<file path="src/rtl/dot_product_scheduler.sv">
// Streaming signed 8x8 dot-product engine with command/element/result handshakes.
// Optional build macro DOT_PRODUCT_SATURATE_EN clamps the 16-bit result and raises io_res_ovf.
module dot_product_scheduler #(
  parameter int LEN_W = 8
) (
  input  logic             clock,
  input  logic             reset,
  input  logic             io_cmd_valid,
  output logic             io_cmd_ready,
  input  logic [LEN_W-1:0] io_cmd_len,
  input  logic             io_in_valid,
  output logic             io_in_ready,
  input  logic [7:0]       io_in_a,
  input  logic [7:0]       io_in_w,
  output logic             io_res_valid,
  input  logic             io_res_ready,
  output logic [15:0]      io_res_data,
  output logic             io_res_ovf,
  output logic             io_busy
);

  localparam int ACC_W = 16 + LEN_W;

  typedef enum logic [1:0] {S_IDLE, S_RUN, S_DRAIN, S_DONE} state_t;

  state_t                   r_state;
  state_t                   w_nxt;
  logic                     r_cmd_ready;
  logic                     r_in_ready;
  logic                     r_res_valid;
  logic                     r_busy;
  logic [LEN_W-1:0]         r_cnt;
  logic signed [15:0]       r_prod_p1;
  logic                     r_vld_p1;
  logic signed [ACC_W-1:0]  r_acc_p2;

  logic                     w_cmd_fire;
  logic                     w_in_fire;
  logic signed [7:0]        w_a;
  logic signed [7:0]        w_w;
  logic signed [15:0]       w_prod;
  logic signed [ACC_W-1:0]  w_prod_ext;
  logic [16:0]              w_res;

`ifdef DOT_PRODUCT_SATURATE_EN
  localparam logic signed [ACC_W-1:0] C_MAX = ACC_W'(32767);
  localparam logic signed [ACC_W-1:0] C_MIN = ACC_W'(-32768);

  // Returns {clamped, value}.
  function automatic logic [16:0] sat16(input logic signed [ACC_W-1:0] v);
    if (v > C_MAX)
      return {1'b1, 16'h7FFF};
    else if (v < C_MIN)
      return {1'b1, 16'h8000};
    else
      return {1'b0, v[15:0]};
  endfunction

  assign w_res = sat16(r_acc_p2);
`else
  assign w_res = {1'b0, r_acc_p2[15:0]};
`endif

  assign w_cmd_fire = io_cmd_valid & r_cmd_ready;
  assign w_in_fire  = io_in_valid & r_in_ready;
  assign w_a        = io_in_a;
  assign w_w        = io_in_w;
  assign w_prod     = w_a * w_w;
  assign w_prod_ext = {{LEN_W{r_prod_p1[15]}}, r_prod_p1};

  always_comb begin
    w_nxt = r_state;
    case (r_state)
      S_IDLE:  if (io_cmd_valid) w_nxt = (io_cmd_len == '0) ? S_DONE : S_RUN;
      S_RUN:   if (io_in_valid && r_cnt == LEN_W'(1)) w_nxt = S_DRAIN;
      S_DRAIN: w_nxt = S_DONE;
      S_DONE:  if (io_res_ready) w_nxt = S_IDLE;
      default: w_nxt = S_IDLE;
    endcase
  end

  // Handshake outputs are registered alongside the state they decode.
  always_ff @(posedge clock or posedge reset) begin
    if (reset) begin
      r_state     <= S_IDLE;
      r_cmd_ready <= 1'b1;
      r_in_ready  <= 1'b0;
      r_res_valid <= 1'b0;
      r_busy      <= 1'b0;
    end else begin
      r_state     <= w_nxt;
      r_cmd_ready <= (w_nxt == S_IDLE);
      r_in_ready  <= (w_nxt == S_RUN);
      r_res_valid <= (w_nxt == S_DONE);
      r_busy      <= (w_nxt != S_IDLE);
    end
  end

  // Stage p1 registers the product; stage p2 folds it into the accumulator.
  always_ff @(posedge clock or posedge reset) begin
    if (reset) begin
      r_cnt     <= '0;
      r_prod_p1 <= '0;
      r_vld_p1  <= 1'b0;
      r_acc_p2  <= '0;
    end else if (w_cmd_fire) begin
      r_cnt    <= io_cmd_len;
      r_vld_p1 <= 1'b0;
      r_acc_p2 <= '0;
    end else begin
      r_vld_p1 <= w_in_fire;
      if (w_in_fire) begin
        r_cnt     <= r_cnt - LEN_W'(1);
        r_prod_p1 <= w_prod;
      end
      if (r_vld_p1)
        r_acc_p2 <= r_acc_p2 + w_prod_ext;
    end
  end

  assign io_cmd_ready = r_cmd_ready;
  assign io_in_ready  = r_in_ready;
  assign io_res_valid = r_res_valid;
  assign io_busy      = r_busy;
  assign io_res_data  = r_res_valid ? w_res[15:0] : 16'h0000;
  assign io_res_ovf   = r_res_valid & w_res[16];

endmodule

</file>
<file path="config.mk">
export PLATFORM = sky130hd
export DESIGN_NAME = dot_product_scheduler
export DESIGN_NICKNAME = d
export VERILOG_FILES = /design/src/rtl/dot_product_scheduler.sv
export SDC_FILE = /design/constraint.sdc
export NUM_CORES = 1
export LEC_CHECK = 0
export BUFFER_PORTS_ARGS = -buffer_cell sky130_fd_sc_hd__buf_2
export CORE_MARGIN = 2
export CORE_UTILIZATION = 50
export DETAILED_ROUTE_END_ITERATION = 10
export HOLD_SLACK_MARGIN = 0.08
export PLACE_DENSITY = 0.79
export SETUP_SLACK_MARGIN = 0.15
export SYNTH_ARGS = -nofsm -noshare
export SYNTH_HDL_FRONTEND = slang
export SYNTH_SLANG_ARGS = --single-unit
</file>
<file path="constraint.sdc">
create_clock -name clock -period 2.66 [get_ports clock]
set_input_delay 0.399 -clock clock [delete_from_list [all_inputs] [get_ports clock]]
set_output_delay 0.399 -clock clock [all_outputs]
set_load 0.005 [all_outputs]
</file>
==> flow_metrics.tcl, run 1 <==
set metrics [dict create \
    status "finished, violations left" \
    violations "negative setup slack" \
    die-area_um2 11410 \
    cp_slowest_stage_delay_ns 0.52 \
    p_clk_frac 0.066 \
    cts_tree "done" \
    htreeDepth 2 \
    hold_buffers 0 \
    drv_slew 0 \
    dr.pass1.iters 4 \
    synthTopCellsByCount "inv_1, and2_1, fa_1, nand2_1" \
    rr_endpoint "r_acc_p2[14]" \
    syn_avg_cell_area_um2 9.160 \
    ir_worst_vdd_uv 501.7 \
    rsz0062_at_grt "true" \
    routedLengthMet1_um 4976 \
    wl_per_cell_um 13.96 \
    synth_edf_count 0 \
    cts-root-buf "clkbuf_8" \
    max_slew_margin 0.2801 \
    clock_skew_ns 0.004384 \
    tightest_slew_ns 1.080 \
    antenna_found_initial 0 \
    period_share 1.518 \
    fin_util 0.6598 \
    grt_max_degree 48 \
    period_needed_ns 4.037 \
    timing.rr.start "r_acc_p2[0]" \
    grt_pass1_vias 4310 \
    netlist_area_um2 5285 \
    synth.most_common_cell "inv_1" \
    yosys_warnings 0 \
    start_util 0.5142 \
    leakage_nw 3.294 \
    critPathCaptureType "flop" \
    die_h_um 106.8 \
    ios 50 \
    power_density_nw_per_um2 1107 \
    n_antenna_cell 0 \
    critPathBufInv 5 \
    p_comb_frac 0.750 \
    crit_top_cell "fa_1" \
    syn_nets 708 \
    via_count 4202 \
    critPathMaxFanout 7 \
    cts_buffers 5 \
    slowest_stage "fa_1" \
    drt_iter0_drc 167 \
    crit_arrival_ns 4.19 \
    power.internal_w 0.004147 \
    cp-start-kind "input port" \
    worst-setup-path-type "in -> reg" \
    hold_viol_final 0 \
    die_w_um 106.8 \
    grt_pass1_wl_um 19250 \
    area_growth_pct 28.31 \
    reg2reg_depth 9 \
    routed.top_layer "met4" \
    max_freq_mhz 247.7 \
    dpl_worst_slack_ns -1.661 \
    drt.antenna.violating_nets 0 \
    synth_top_area_cell "dfrtp_1" \
    worstPathCellList "buf_8 -> and2_4 -> fa_1 -> inv_1 -> fa_1 -> inv_2 -> fa_1 -> inv_1 -> fa_1 -> inv_2 -> ha_4 -> a21oi_4 -> o21ai_2 -> a21o_1 -> a31oi_1 -> mux2i_1 -> o311ai_2" \
    route.met3.wl_um 222 \
    drc 0 \
    nets 813 \
    path_delay_family "adder cells" \
    ys_seq_area_frac 0.2228 \
    wl_met2_um 6053 \
    routed_wl_um 11420 \
    clkLatencyLatePin_ns 0.30 \
    max-cap-violations 0 \
    synth-main-ff-cell "dfrtp_1" \
    grt_usage 0.2063 \
    swShare 0.4476 \
    whs_ns 0.2993 \
    ys_async_sr_fraction 1.000 \
    ys_ff_latch 47 \
    postSynthCellCount 577 \
    clkSinkCount 47 \
    setup_ws_ns -1.377 \
    cts_max_path_buffers 2 \
    dp_hpwl_um 9140 \
    grt_overflow_total 0 \
    path_clk_slew_ns 0.08 \
    r2r_setup_slack_ns 0.23 \
    crit_required_ns 2.82 \
    hold_path.class "in -> async" \
    core_um2 10280 \
    p_seq_frac 0.184 \
    io_buffers 48 \
    synth_cell_types 54 \
    num_rows 37 \
    synth_top_cells_by_area "dfrtp_1, fa_1, ha_1" \
    avgViaCountPerCell 5.137 \
    setup_violations 11 \
    synth_top_area_share 0.2178 \
    drive_gt1_frac 0.3196 \
    p_switching_w 0.003360 \
    place_congestion 0.8427 \
]
## state kept, by name, summed over array words and instances (netlist names)
signal	cells
r_cnt	8
r_acc_p2	16
io_in_ready	1
r_state	2
io_busy	1
r_prod_p1	16
io_res_valid	1
io_cmd_ready	1
r_vld_p1	1
## power by group through the flow
stage	sequential [W]	clock (W)	combinational [W]
CTS	0.00137	0.000509	0.00522
global route	0.00143	0.000536	0.00628
global placement	0.00136	0	0.00474
detailed placement	0.00138	0	0.00499
finish	0.00138	0.000498	0.00563
floorplan	0.00126	0	0.00394
## worst max-delay path by stage
stage / from / cells past startpoint / slack [ns] / endpoint
finish: io_in_a[6] / 17 / -1.38 / r_prod_p1[14]
global route: io_in_a[6] / 17 / -1.47 / r_prod_p1[14]
CTS: io_in_a[3] / 17 / -1.27 / r_prod_p1[14]
detailed placement: io_in_w[3] / 17 / -1.66 / r_prod_p1[14]
global placement: io_in_w[4] / 17 / -1.49 / r_prod_p1[14]
floorplan: io_in_w[4] / 16 / -1.27 / r_prod_p1[14]
## cells in the final DEF, fill, tap and decap left out, types with 3 or more instances in the layout
| cell | count |
|---|---|
| and2_4 | 20 |
| o21bai_1 | 5 |
| o21ai_1 | 9 |
| o21ai_2 | 4 |
| nand2_4 | 4 |
| nand3_1 | 9 |
| and3_1 | 3 |
| buf_6 | 25 |
| buf_4 | 45 |
| inv_1 | 74 |
| fa_1 | 51 |
| and2_1 | 41 |
| a21o_1 | 8 |
| buf_2 | 34 |
| nand2_1 | 48 |
| ha_4 | 17 |
| nor2b_2 | 3 |
| xor2_1 | 10 |
| a211oi_1 | 5 |
| a31oi_1 | 3 |
| dfrtp_1 | 46 |
| nor2_1 | 31 |
| xnor2_2 | 3 |
| mux2i_1 | 12 |
| xnor2_1 | 23 |
| o21ai_0 | 14 |
| ha_1 | 28 |
| a21oi_1 | 15 |
| a21oi_2 | 6 |
| nor3_1 | 5 |
| nor2b_1 | 5 |
| inv_2 | 21 |
| clkbuf_8 | 5 |
| fa_2 | 5 |
| buf_8 | 4 |
## final cells by class
| type | count | area (µm²) |
|---|---|---|
| clock buffers | 6 | 72.57 |
| fillers | 797 | 3496 |
| clock inverters | 1 | 30.03 |
| repair buffers | 109 | 857.1 |
| flip-flops and latches | 47 | 1177 |
| well taps | 136 | 170.2 |
| multi-input cells | 423 | 4111 |
| inverters | 96 | 362.8 |
## layer usage
| layer | track usage | vias to the layer above |
|---|---|---|
| met1 | 0.2626 | 2052 |
| li1 | - | 2067 |
| met3 | 0.01581 | 14 |
| met4 | 0.05009 | 0 |
| met2 | 0.3803 | 69 |
| met5 | 0 | - |
## timing repair
item	in CTS	in global routing
pin swaps	30	57
buffers inserted	4	7
resized for setup	50	65
endpoints found under the setup margin	12	14
## kinds of logic (layout without fill, tap and decap cells)
group / after synthesis / count (layout) / share of synthesized area
flops: 47 / 47 / 0.2228
buf+inv: 107 / 212 / 0.08073
fa+ha+maj: 102 / 102 / 0.3210
simple gates: 181 / 181 / 0.1726
mux: 13 / 13 / 0.02486
compound gates: 90 / 90 / 0.1177
other cells: 1 / 1 / 0.0007095
xor+xnor: 36 / 36 / 0.05966
## through the flow
stage               setup TNS [ns]  instances  power, W  instance area (µm²)
global route                -12.00        818  0.008246                 6782
finish                      -10.84        818  0.007507                 6782
CTS                         -10.56        811  0.007104                 6476
detailed placement          -13.86        800  0.006376                 6192
global placement            -13.01        800  0.006099                 6192
floorplan                   -9.549        577  0.005198                 5473
## worst reg2reg max path: cells and delay by family (launching register included)
family          cells  cell delay, ns
flops               1            0.42
xor+xnor            1            0.18
compound gates      6            1.08
fa+ha+maj           2            0.60
Power figures use the tool's default switching activity.
==> inputs of run 2 (changes only) <==
PLACE_DENSITY = 0.82   (was 0.79)
clock period = 3.5 ns   (was 2.66 ns; I/O delays follow)
==> run 2 against run 1 <==
Against the previous run: the flow still finishes with violations (negative setup slack); die area unchanged; non-clock buffer count down 18; combinational power down 27%; setup slack better by 0.88 ns; sequential power down 24%; design area down 5.6%; power down 26%; core utilization down 3.7 points; largest power group unchanged; critical path depth unchanged; via count down 3.0%.
==> flow_metrics.tcl, run 2 (synthesized netlist as in run 1, its figures left out) <==
set metrics [dict create \
    total_power_w 0.005544 \
    fin_util 0.6226 \
    leakage_nw 3.143 \
    whs_ns 0.3576 \
    wl_per_cell_um 13.72 \
    worstPathCellList "buf_8 -> and2_4 -> fa_1 -> inv_1 -> fa_1 -> inv_2 -> fa_1 -> inv_1 -> fa_1 -> inv_2 -> ha_4 -> a21oi_4 -> o21ai_1 -> a21o_1 -> a31oi_1 -> mux2i_1 -> o311ai_1" \
    n_antenna_cell 0 \
    violations "negative setup slack" \
    grt_max_degree 48 \
    dpl_worst_slack_ns -0.8883 \
    critPathCaptureType "flop" \
    top_regs "r_acc_p2 x16, r_prod_p1 x16, r_cnt x8" \
    cts_max_path_buffers 2 \
    setup_violations 9 \
    placed_cells 791 \
    reg2reg_depth 9 \
    drt_iter0_drc 148 \
    period_share 1.142 \
    crit_required_ns 3.66 \
    drv_slew 0 \
    multiInputGateArea_um2 3938 \
    htreeDepth 2 \
    routed_wl_um 10990 \
    stdcell_count 801 \
    start_util 0.5142 \
    rsz0062_at_grt "true" \
    ir_worst_vdd_uv 401.7 \
    core_um2 10280 \
    ff_latch_area_um2 1177 \
    die_h_um 106.8 \
    grt_overflow_total 0 \
    dr.pass1.iters 4 \
    status "finished, violations left" \
    cts_buffers 5 \
    max_freq_mhz 250.1 \
    power_density_nw_per_um2 866.5 \
    io_buffers 48 \
    n_fill_cell 829 \
    clkLatencyLatePin_ns 0.30 \
    hold_path.class "in -> async" \
    cp-start-kind "input port" \
    crit_top_cell "fa_1" \
    setup_ws_ns -0.4979 \
    die_w_um 106.8 \
    clock_skew_ns 0.006879 \
    avgViaCountPerCell 5.091 \
    hold_viol_final 0 \
    clkSinkCount 47 \
    grt_pass1_vias 4208 \
    drt.antenna.violating_nets 0 \
    tightest_slew_ns 1.060 \
    period_needed_ns 3.998 \
    via_count 4078 \
    cts_tree "done" \
    path_clk_slew_ns 0.08 \
    crit_arrival_ns 4.16 \
    place_congestion 0.8801 \
    layout_common_cells "inv_1, nand2_1, fa_1" \
    grt_pass1_wl_um 18940 \
    drive_gt1_frac 0.2556 \
    slowest_stage "fa_1" \
    worst-setup-path-type "in -> reg" \
    drc 0 \
    cp_slowest_stage_delay_ns 0.54 \
    die-area_um2 11410 \
    area_growth_pct 21.07 \
    critPathMaxFanout 6 \
    max-cap-violations 0 \
    grt_usage 0.2019 \
    cts-root-buf "clkbuf_8" \
    antenna_found_initial 0 \
    num_rows 37 \
    nets 795 \
    final_common_cell "inv_1" \
    max_slew_margin 0.2933 \
    ios 50 \
    dp_hpwl_um 8749 \
]
-- run 2: final timing paths --
check	end	from	slack, ns
setup / recovery	r_prod_p1[14]	io_in_w[4]	-0.50
hold / removal	r_cnt[0]	reset	0.36
setup reg to reg	r_acc_p2[14]	r_acc_p2[0]	0.95
hold reg to reg	r_prod_p1[0]	r_prod_p1[0]	0.48
max in group asynchronous	r_acc_p2[0]	reset	2.77
min in group clock	r_cnt[2]	io_cmd_len[2]	0.45
-- run 2: what timing repair did --
item                                    4_1_cts  5_1_grt
endpoints found under the setup margin        9        9
pin swaps                                    38       18
hold buffers                                  0        0
buffers inserted                              1        1
gates cloned                                  0        0
gates resized for setup                      45       18
-- run 2: cell type report --
cell class,count,share of cell area
Tap cell,136,0.02659
Multi-Input combinational cell,423,0.6154
Timing Repair Buffer,91,0.09973
Inverter,96,0.05671
Sequential cell,47,0.1840
Clock buffer,5,0.01075
Clock inverter,3,0.006844
-- run 2: metal layers --
| metal | GRT usage | wire length [µm] |
|---|---|---|
| met1 | 0.2686 | 5007 |
| met2 | 0.3640 | 5537 |
| met3 | 0.01337 | 319 |
| met4 | 0.04174 | 127 |
| met5 | 0 | 0 |
-- run 2: worst max-delay path: cells and delay by family --
family / cells / cell delay (ns)
buffers and inverters: 5 / 0.28
multiplexers: 1 / 0.21
AND/OR/NAND/NOR: 1 / 0.15
adder cells (fa/ha/maj): 5 / 2.26
AO/OA/AOI/OAI: 5 / 0.71
-- run 2: through the flow --
stage	area [µm²]	setup TNS, ns
after detailed placement	6077	-6.367
final	6399	-3.071
after CTS	6329	-2.759
after global routing	6399	-4.400
after floorplan	5425	-2.750
after global placement	6077	-5.695
-- run 2: where the power goes --
| part | internal (W) | switching, W | total [W] |
|---|---|---|---|
| combinational | 0.00201 | 0.00210 | 0.00411 |
| clock | 0.000212 | 0.000176 | 0.000389 |
| sequential | 0.000811 | 0.000238 | 0.00105 |
| total | 0.00303 | 0.00251 | 0.00554 |
